## src/rtl/ppu_pkg.sv

```systemverilog
// Shared types and constants for the PPU pixel FIFO slice.
package ppu_pkg;

  localparam int unsigned PPU_ROW_PX = 8;
  // Two bitplanes give a 2-bit colour index per pixel.
  localparam int unsigned PPU_PX_W   = 2;

  typedef struct packed {
    logic [PPU_PX_W-1:0] color;
    logic                obj;
    logic                pal;
    logic                prio;
  } ppu_px_t;

  typedef enum logic {
    ST_DISCARD = 1'b0,
    ST_RUN     = 1'b1
  } PPU_FIFO_STATES_t;

endpackage

```

## src/rtl/ppu_row_decode.sv

```systemverilog
// Combinational bitplane decoder: (lo,hi) tile/sprite row to 8 colour indices, leftmost first.
module ppu_row_decode
  import ppu_pkg::*;
(
  input  logic [PPU_ROW_PX-1:0]                lo,
  input  logic [PPU_ROW_PX-1:0]                hi,
  output logic [PPU_ROW_PX-1:0][PPU_PX_W-1:0] color
);

  always_comb begin
    for (int i = 0; i < PPU_ROW_PX; i++) begin
      color[i] = {hi[PPU_ROW_PX-1-i], lo[PPU_ROW_PX-1-i]};
    end
  end

endmodule

```

## src/rtl/ppu_pixel_fifo.sv

```systemverilog
// Background pixel FIFO with sprite overlay and optional fine-scroll discard.
// Define PPU_FIFO_DISCARD_EN to enable the ST_DISCARD phase after flush.
module ppu_pixel_fifo
  import ppu_pkg::*;
#(
  parameter int unsigned DEPTH = 16,
  parameter int unsigned PX_W  = 2
) (
  input  logic                    clk,
  input  logic                    rst,
  input  logic                    flush,
  input  logic [2:0]              fine_x,
  input  logic                    row_push,
  input  logic [7:0]              row_lo,
  input  logic [7:0]              row_hi,
  output logic                    row_ready,
  input  logic                    sp_merge,
  input  logic [7:0]              sp_lo,
  input  logic [7:0]              sp_hi,
  input  logic                    sp_pal,
  input  logic                    sp_prio,
  output logic                    sp_ack,
  input  logic                    px_ready,
  output logic                    px_valid,
  output logic [PX_W-1:0]         px_color,
  output logic                    px_obj,
  output logic                    px_pal,
  output logic                    px_prio,
  output logic [$clog2(DEPTH):0]  count
);

  localparam int unsigned PW = $clog2(DEPTH);
  localparam int unsigned CW = PW + 1;

  ppu_px_t                              mem [DEPTH];
  logic    [PW-1:0]                     rd_ptr;
  logic    [PW-1:0]                     wr_ptr;
  logic    [PPU_ROW_PX-1:0][PPU_PX_W-1:0] row_col;
  logic    [PPU_ROW_PX-1:0][PPU_PX_W-1:0] sp_col;
  logic                                 run;
  logic                                 drop;
  logic                                 pop;
  logic                                 push;
  logic                                 adv;
  ppu_px_t                              head;

  ppu_row_decode u_row_dec (
    .lo    (row_lo),
    .hi    (row_hi),
    .color (row_col)
  );

  ppu_row_decode u_sp_dec (
    .lo    (sp_lo),
    .hi    (sp_hi),
    .color (sp_col)
  );

  assign row_ready = (CW'(DEPTH) - count) >= CW'(PPU_ROW_PX);
  assign head      = mem[rd_ptr];
  assign px_valid  = run && (count != '0);
  assign pop       = px_valid && px_ready;
  assign push      = row_push && row_ready && !rst && !flush;
  assign sp_ack    = sp_merge && (count >= CW'(PPU_ROW_PX)) && !pop && !flush && !rst;
  assign adv       = pop || drop;

  // Head fields are forced to zero while nothing is presentable (covers post-reset).
  assign px_color = px_valid ? PX_W'(head.color) : '0;
  assign px_obj   = px_valid && head.obj;
  assign px_pal   = px_valid && head.pal;
  assign px_prio  = px_valid && head.prio;

  always_ff @(posedge clk) begin
    if (rst || flush) begin
      rd_ptr <= '0;
      wr_ptr <= '0;
      count  <= '0;
    end else begin
      if (push) begin
        wr_ptr <= wr_ptr + PW'(PPU_ROW_PX);
      end
      if (adv) begin
        rd_ptr <= rd_ptr + PW'(1);
      end
      count <= count + (push ? CW'(PPU_ROW_PX) : CW'(0)) - CW'(adv);
    end
  end

  // Merge only touches the 8 entries already at the head; a same-cycle push lands
  // past them, so both write sets are disjoint.
  always_ff @(posedge clk) begin
    if (sp_ack) begin
      for (int i = 0; i < PPU_ROW_PX; i++) begin
        if ((sp_col[i] != '0) && !mem[rd_ptr + PW'(i)].obj) begin
          mem[rd_ptr + PW'(i)] <= '{color: sp_col[i], obj: 1'b1, pal: sp_pal, prio: sp_prio};
        end
      end
    end
    if (push) begin
      for (int i = 0; i < PPU_ROW_PX; i++) begin
        mem[wr_ptr + PW'(i)] <= '{color: row_col[i], obj: 1'b0, pal: 1'b0, prio: 1'b0};
      end
    end
  end

`ifdef PPU_FIFO_DISCARD_EN
  PPU_FIFO_STATES_t state;
  logic [2:0]       disc_cnt;

  assign run  = (state == ST_RUN);
  assign drop = !run && (count != '0) && (disc_cnt != '0);

  always_ff @(posedge clk) begin
    if (rst) begin
      state    <= ST_RUN;
      disc_cnt <= '0;
    end else if (flush) begin
      disc_cnt <= fine_x;
      state    <= (fine_x == '0) ? ST_RUN : ST_DISCARD;
    end else if (!run) begin
      if (drop) begin
        disc_cnt <= disc_cnt - 3'd1;
        // Leave as the last pixel is dropped so output starts on the next cycle.
        if (disc_cnt == 3'd1) begin
          state <= ST_RUN;
        end
      end else if (disc_cnt == '0) begin
        state <= ST_RUN;
      end
    end
  end
`else
  logic unused_fine_x;
  assign unused_fine_x = ^fine_x;
  assign run           = 1'b1;
  assign drop          = 1'b0;
`endif

endmodule

```

## config.mk

```make
export PLATFORM = sky130hd
export DESIGN_NAME = ppu_pixel_fifo
export DESIGN_NICKNAME = d
export VERILOG_FILES = /design/src/rtl/ppu_pkg.sv /design/src/rtl/ppu_row_decode.sv /design/src/rtl/ppu_pixel_fifo.sv
export SDC_FILE = /design/constraint.sdc
export NUM_CORES = 1
export LEC_CHECK = 0
export ABC_AREA = 1
export CAP_MARGIN = 15
export CORE_MARGIN = 3
export CORE_UTILIZATION = 50
export CTS_BUF_LIST = sky130_fd_sc_hd__clkbuf_8 sky130_fd_sc_hd__clkbuf_16
export CTS_CLUSTER_SIZE = 16
export DETAILED_ROUTE_END_ITERATION = 16
export HOLD_SLACK_MARGIN = 0.08
export PLACE_DENSITY = 0.77
export SLEW_MARGIN = 10
export SYNTH_ARGS = -nofsm -noshare
export SYNTH_HDL_FRONTEND = slang
export SYNTH_SLANG_ARGS = --single-unit
```

## constraint.sdc

```tcl
create_clock -name clk -period 3.68 [get_ports clk]
set_input_delay 0.92 -clock clk [delete_from_list [all_inputs] [get_ports clk]]
set_output_delay 0.92 -clock clk [all_outputs]
set_load 0.01 [all_outputs]
```

After elaboration in Yosys (flattened, before gate mapping)
Memory sizes are Yosys's and may differ from the RTL's. A register that Yosys moved wholly into a read port is not among the register bits.
Index checks and enable logic that the tools add are counted.
Word-level totals
  memory bits (writable): 80
  output and inout bits: 13
  input port bits: 43
  memories: 1
  word-level logic and storage cells: 94
  bits in registers: 13
Memory list
  mem: words 16, width 5, rd ports 8, clocked after Yosys merged registers in 1, wr ports 16, line ppu_pixel_fifo.sv:35  | ppu_px_t mem [DEPTH];
Cells by class
  $lt $le $gt $ge: 2
  reductions and logical operators: 40
  $add $sub $neg: 18
  mux-type cells: 30
Operators by type and width (count)
  $add 4x3->4 const B: 8
  $mux 1: 26
  $logic_and 1x1->1: 19
  $add 4x2->4 const B: 4
  $reduce_bool 2->1: 8
  $mux 4: 3
  $logic_not 1->1: 11
  $ge 5x4->1 const B: 2
  $add 4x1->4 const B: 2
  $add 5x4->5: 1
  $reduce_bool 5->1: 1
  $sub 5x1->5: 1
  $sub 5x5->5 const A: 1
  $add 4x4->4 const B: 1
  $mux 2: 1
  $logic_or 1x1->1: 1

Depth between registers and ports, before layout
  depth after elaboration: 8
  mapped depth: 25

Hierarchy
From an unflattened synthesis, not the netlist that was laid out.
Second synthesis, totals
  cells, all modules: 1867
  area, all modules: 10548.9 um^2
Modules (own cells, without submodules)
  ppu_pixel_fifo: times used 1, cells each 1835, seq. area each 2202.1 um^2, area an instance 10308.6 um^2
  ppu_row_decode: times used 2, cells each 16, seq. area each 0.0 um^2, area an instance 120.1 um^2

Worst setup path before layout
OpenSTA, ideal clock, no wires.
  path kind: register to register
  start: reg rd_ptr[1]
  end: mem mem[10][3] (netlist bit), data pin
  period minus slack after synthesis: 3.008 ns
  setup slack: 0.672 ns
  setup time: 0.252 ns
  buffers on the path: 3
  arrival time: 2.755 ns
  cell stages (with the launch flop): 20
  path through: dfxtp_1 > buf_4 > clkinv_1 > ha_1 > buf_2 > inv_1 > buf_2 > nand3_1 > nand2_1 > nor2_1 > nor2_1 > nand3_4 > nor2_2 > inv_2 > nor2_1 > inv_1 > o21ai_0 > inv_1 > nand2_1 > nand2_1
RTL lines
  start, declared: line ppu_pixel_fifo.sv:36  | logic [PW-1:0] rd_ptr;
  start signal, assigned: line ppu_pixel_fifo.sv:83  | rd_ptr <= rd_ptr + PW'(1);
  end, declared: line ppu_pixel_fifo.sv:35

==> flow_summary_export.csv <==
group,metric,value,unit
critical_path,critPathLaunchType,"flip-flop",
power,seqPwrFrac,0.267,
power,swShare,0.490,
layout,nets,2019,
timing,maxSlewViolCount,0,
timing,clock_skew,17.7,ps
synthesis,dominantRegCellSynth,"dfxtp_1",
critical_path,critPathMaxFanout,26,
critical_path,worstPathCellList,"clkinvlp_4 > a21oi_1 > o21ai_0 > nand3_1 > nand3_1 > nand2_1 > inv_1 > nor2_1 > clkdlybuf4s50_1",
layout,n_fill_cell,2007,
place,numPortBuffers,52,
hold_path,hold_class,"flip-flop to flip-flop",
layout,mostFrequentLayoutCells,"586 x nand2_1, 271 x inv_1, 191 x o21ai_0",
synthesis,seq_area_frac_synth,0.214,
critical_path,critical_path_required,2760,ps
routing,vias,12900,
synthesis,synth_area_leader_cell,"nand2_1",
global_routing,grt_pass1_wl,67.7,mm
synthesis,synth.top_cell.area_share,0.213,
critical_path,slowest_stage,"clkdlybuf4s50_1",
timing,max_slew.worst_pin.slew,949,ps
critical_path,crit_path_frequent_cell,"nand3_1",
clocking,clk_path_buf_depth,2,
layout,drive_gt1_frac,0.120,
power,power_leakage,6.00,nW
die,die_w,150,µm
power,irDropWorstVdd,0.000512,V
routing,drt-total-wl,45.5,mm
clocking,cts_hold_buf,0,
timing,finalCriticalPeriod,3540,ps
synthesis,ys.warnings.count,0,
die,initial_core_util,0.519,
global_routing,grt_pass1_vias,11700,
global_routing,antenna_found_initial,1,
timing,fin_setup_tns,0,ps
clocking,root_buffer,"clkbuf_16",
layout,layout_commonest_cell,"nand2_1",
place,gp_congestion,1.03,
critical_path,worst_setup_path_end_kind,"output port",
critical_path,arrival,2620,ps
synthesis,ys_async_sr_fraction,0,
synthesis,syn_nets,1902,
clocking,clock_latency,370,ps
synthesis,yosysUniqueCellTypes,46,
timing,finalCritPeriodShare,0.962,
routing,dr.first_iter.drc_count,1619,
layout,synthToLayoutAreaGrowth,17.8,%
clocking,clk_pin_slew_worst_paths,80,ps
synthesis,synthTopCellsByArea,"nand2_1 21%, dfxtp_1 12%, inv_1 9.9%, edfxtp_1 9.3%, o21ai_0 9.3%",
critical_path,r2r_start,"rd_ptr[1]$_SDFFE_PP0P_",
die,ios,56,
place,hpwl,36.3,mm
layout,seqCellArea,2200,µm²
run,maxCapViolations,0,
power,p_switching,2.75,mW
routing,drtAntennaViolNets,0,
timing,rsz0062_at_grt,"false",
synthesis,synth-seq-cells,94,
clocking,h-tree-depth,3,
place,dpl_cell_area,11800,µm²
synthesis,synth_edf_count,32,
power,powerDensity,463,nW/µm²
routing,first_pass_iters,6,
power,p_comb_frac,0.556,
hold_path,hp-start,"mem[0][1]$_SDFFE_PP0P_",
die,num_rows,51,
global_routing,grt_start_max_net_pins,38,
layout,multi_input_area,6670,µm²
routing,drc,0,
timing,max_freq,0.282,GHz
clocking,clock-sinks,94,
synthesis,synthCells,1835,
routing,avgRoutedWirePerCell,20.5,µm
die,coreArea,19800,µm²
outcome,status,"completed",
critical_path,cp_slowest_stage_delay,560,ps
die,die-area,22400,µm²
power,clkPwrFrac,0.177,
global_routing,grt_usage,0.399,
clocking,cts_made_buffers,9,
global_routing,overflow,0,
synthesis,syn_avg_cell_area,5.62,µm²
routing,viasPerCell,5.80,
timing,setup_viol,0,
power,p_int,2.87,mW
timing,hold_violations,0,
synthesis,syn-cell-area,10300,µm²
timing,relSlewSlack,0.367,
die,die_h,150,µm
critical_path,crit_type,"flip-flop to output port",
clocking,cts_tree,"done",
layout,final_cell_area,12100,µm²
-- sequential cells by signal, summed over array words and instances (netlist names), named ones only --
| signal | count |
|---|---|
| rd_ptr | 4 |
| mem | 76 |
| count | 5 |
| wr_ptr | 1 |
-- layer usage --
| metal | share of wire | vias up | global-route usage | routed length (µm) |
|---|---|---|---|---|
| li1 | - | 6115 | - | - |
| met4 | 0.065 | 0 | 0.220 | 2960 |
| met3 | 0.10 | 171 | 0.0466 | 4770 |
| met2 | 0.43 | 849 | 0.628 | 19600 |
| met1 | 0.40 | 5757 | 0.532 | 18100 |
| met5 | 0 | - | 0 | 0 |
-- layout make-up --
cell class	instances	share of cell area
repair buffers	176	0.126
clock inverters	7	0.00711
clock buffers	9	0.0185
inverters	291	0.0904
diodes	1	0.000206
multi-input cells	1380	0.549
well taps	265	0.0273
flip-flops and latches	94	0.181
-- cells by family (layout without fill, tap and decap cells) --
kind of cell,Yosys count,count (layout),synth area share
fa+ha+maj,24,24,0.0299
mux,3,3,0.00291
buf+inv,361,483,0.140
simple gates,1023,1023,0.440
flops,94,94,0.214
compound gates,325,325,0.167
other cells,0,1,0
xor+xnor,5,5,0.00680
-- power groups by stage --
stage	Sequential, mW	Combinational (mW)	Clock [mW]
global route	1.52	3.34	1.03
finish	1.50	3.13	0.993
CTS	1.49	3.03	0.988
detailed placement	1.51	3.01	0
global placement	1.50	2.94	0
floorplan	1.47	1.85	0
-- Yosys cell counts, drive strengths merged, types with 27 or more instances --
| library cell | n |
|---|---|
| inv | 286 |
| edfxtp | 32 |
| nor2 | 172 |
| dfxtp | 62 |
| clkbuf | 39 |
| nand4 | 27 |
| nor3 | 35 |
| a21oi | 78 |
| nand3 | 173 |
| nand2 | 603 |
| buf | 31 |
| o21ai | 212 |
-- stage by stage --
step / utilization / setup slack (ps) / hold WS, ps / instances / power [mW]
2_1_floorplan: - / 672 / 442 / 1835 / 3.31
3_3_place_gp: 0.595 / 39.7 / 459 / 2205 / 4.45
3_5_place_dp: 0.595 / 10.2 / 469 / 2205 / 4.52
4_1_cts: 0.610 / 91.7 / 484 / 2221 / 5.50
5_1_grt: 0.612 / 6.09 / 505 / 2222 / 5.90
6_report: 0.612 / 139 / 484 / 2223 / 5.62
-- worst max-delay path, delay by kind of cell (launching register included) --
kind / cells / cell delay [ps]
buffers and inverters: 3 / 1040
AND/OR/NAND/NOR: 4 / 480
flip-flops: 1 / 380
AO/OA/AOI/OAI: 2 / 360
-- worst paths after layout --
kind,cells past startpoint,slack (ps),to
worst max-delay path,9,140,px_obj
worst min-delay path,2,480,mem[0][1]$_SDFFE_PP0P_
worst max register to register,13,250,mem[14][3]$_DFFE_PP_
worst min register to register,2,480,mem[0][1]$_SDFFE_PP0P_
-- what timing repair did --
action                                  CTS  global route
endpoints found under the setup margin    0             7
resized for setup                         0             4
setup buffers                             0             1
No activity file was read; power rests on OpenSTA's default activity.
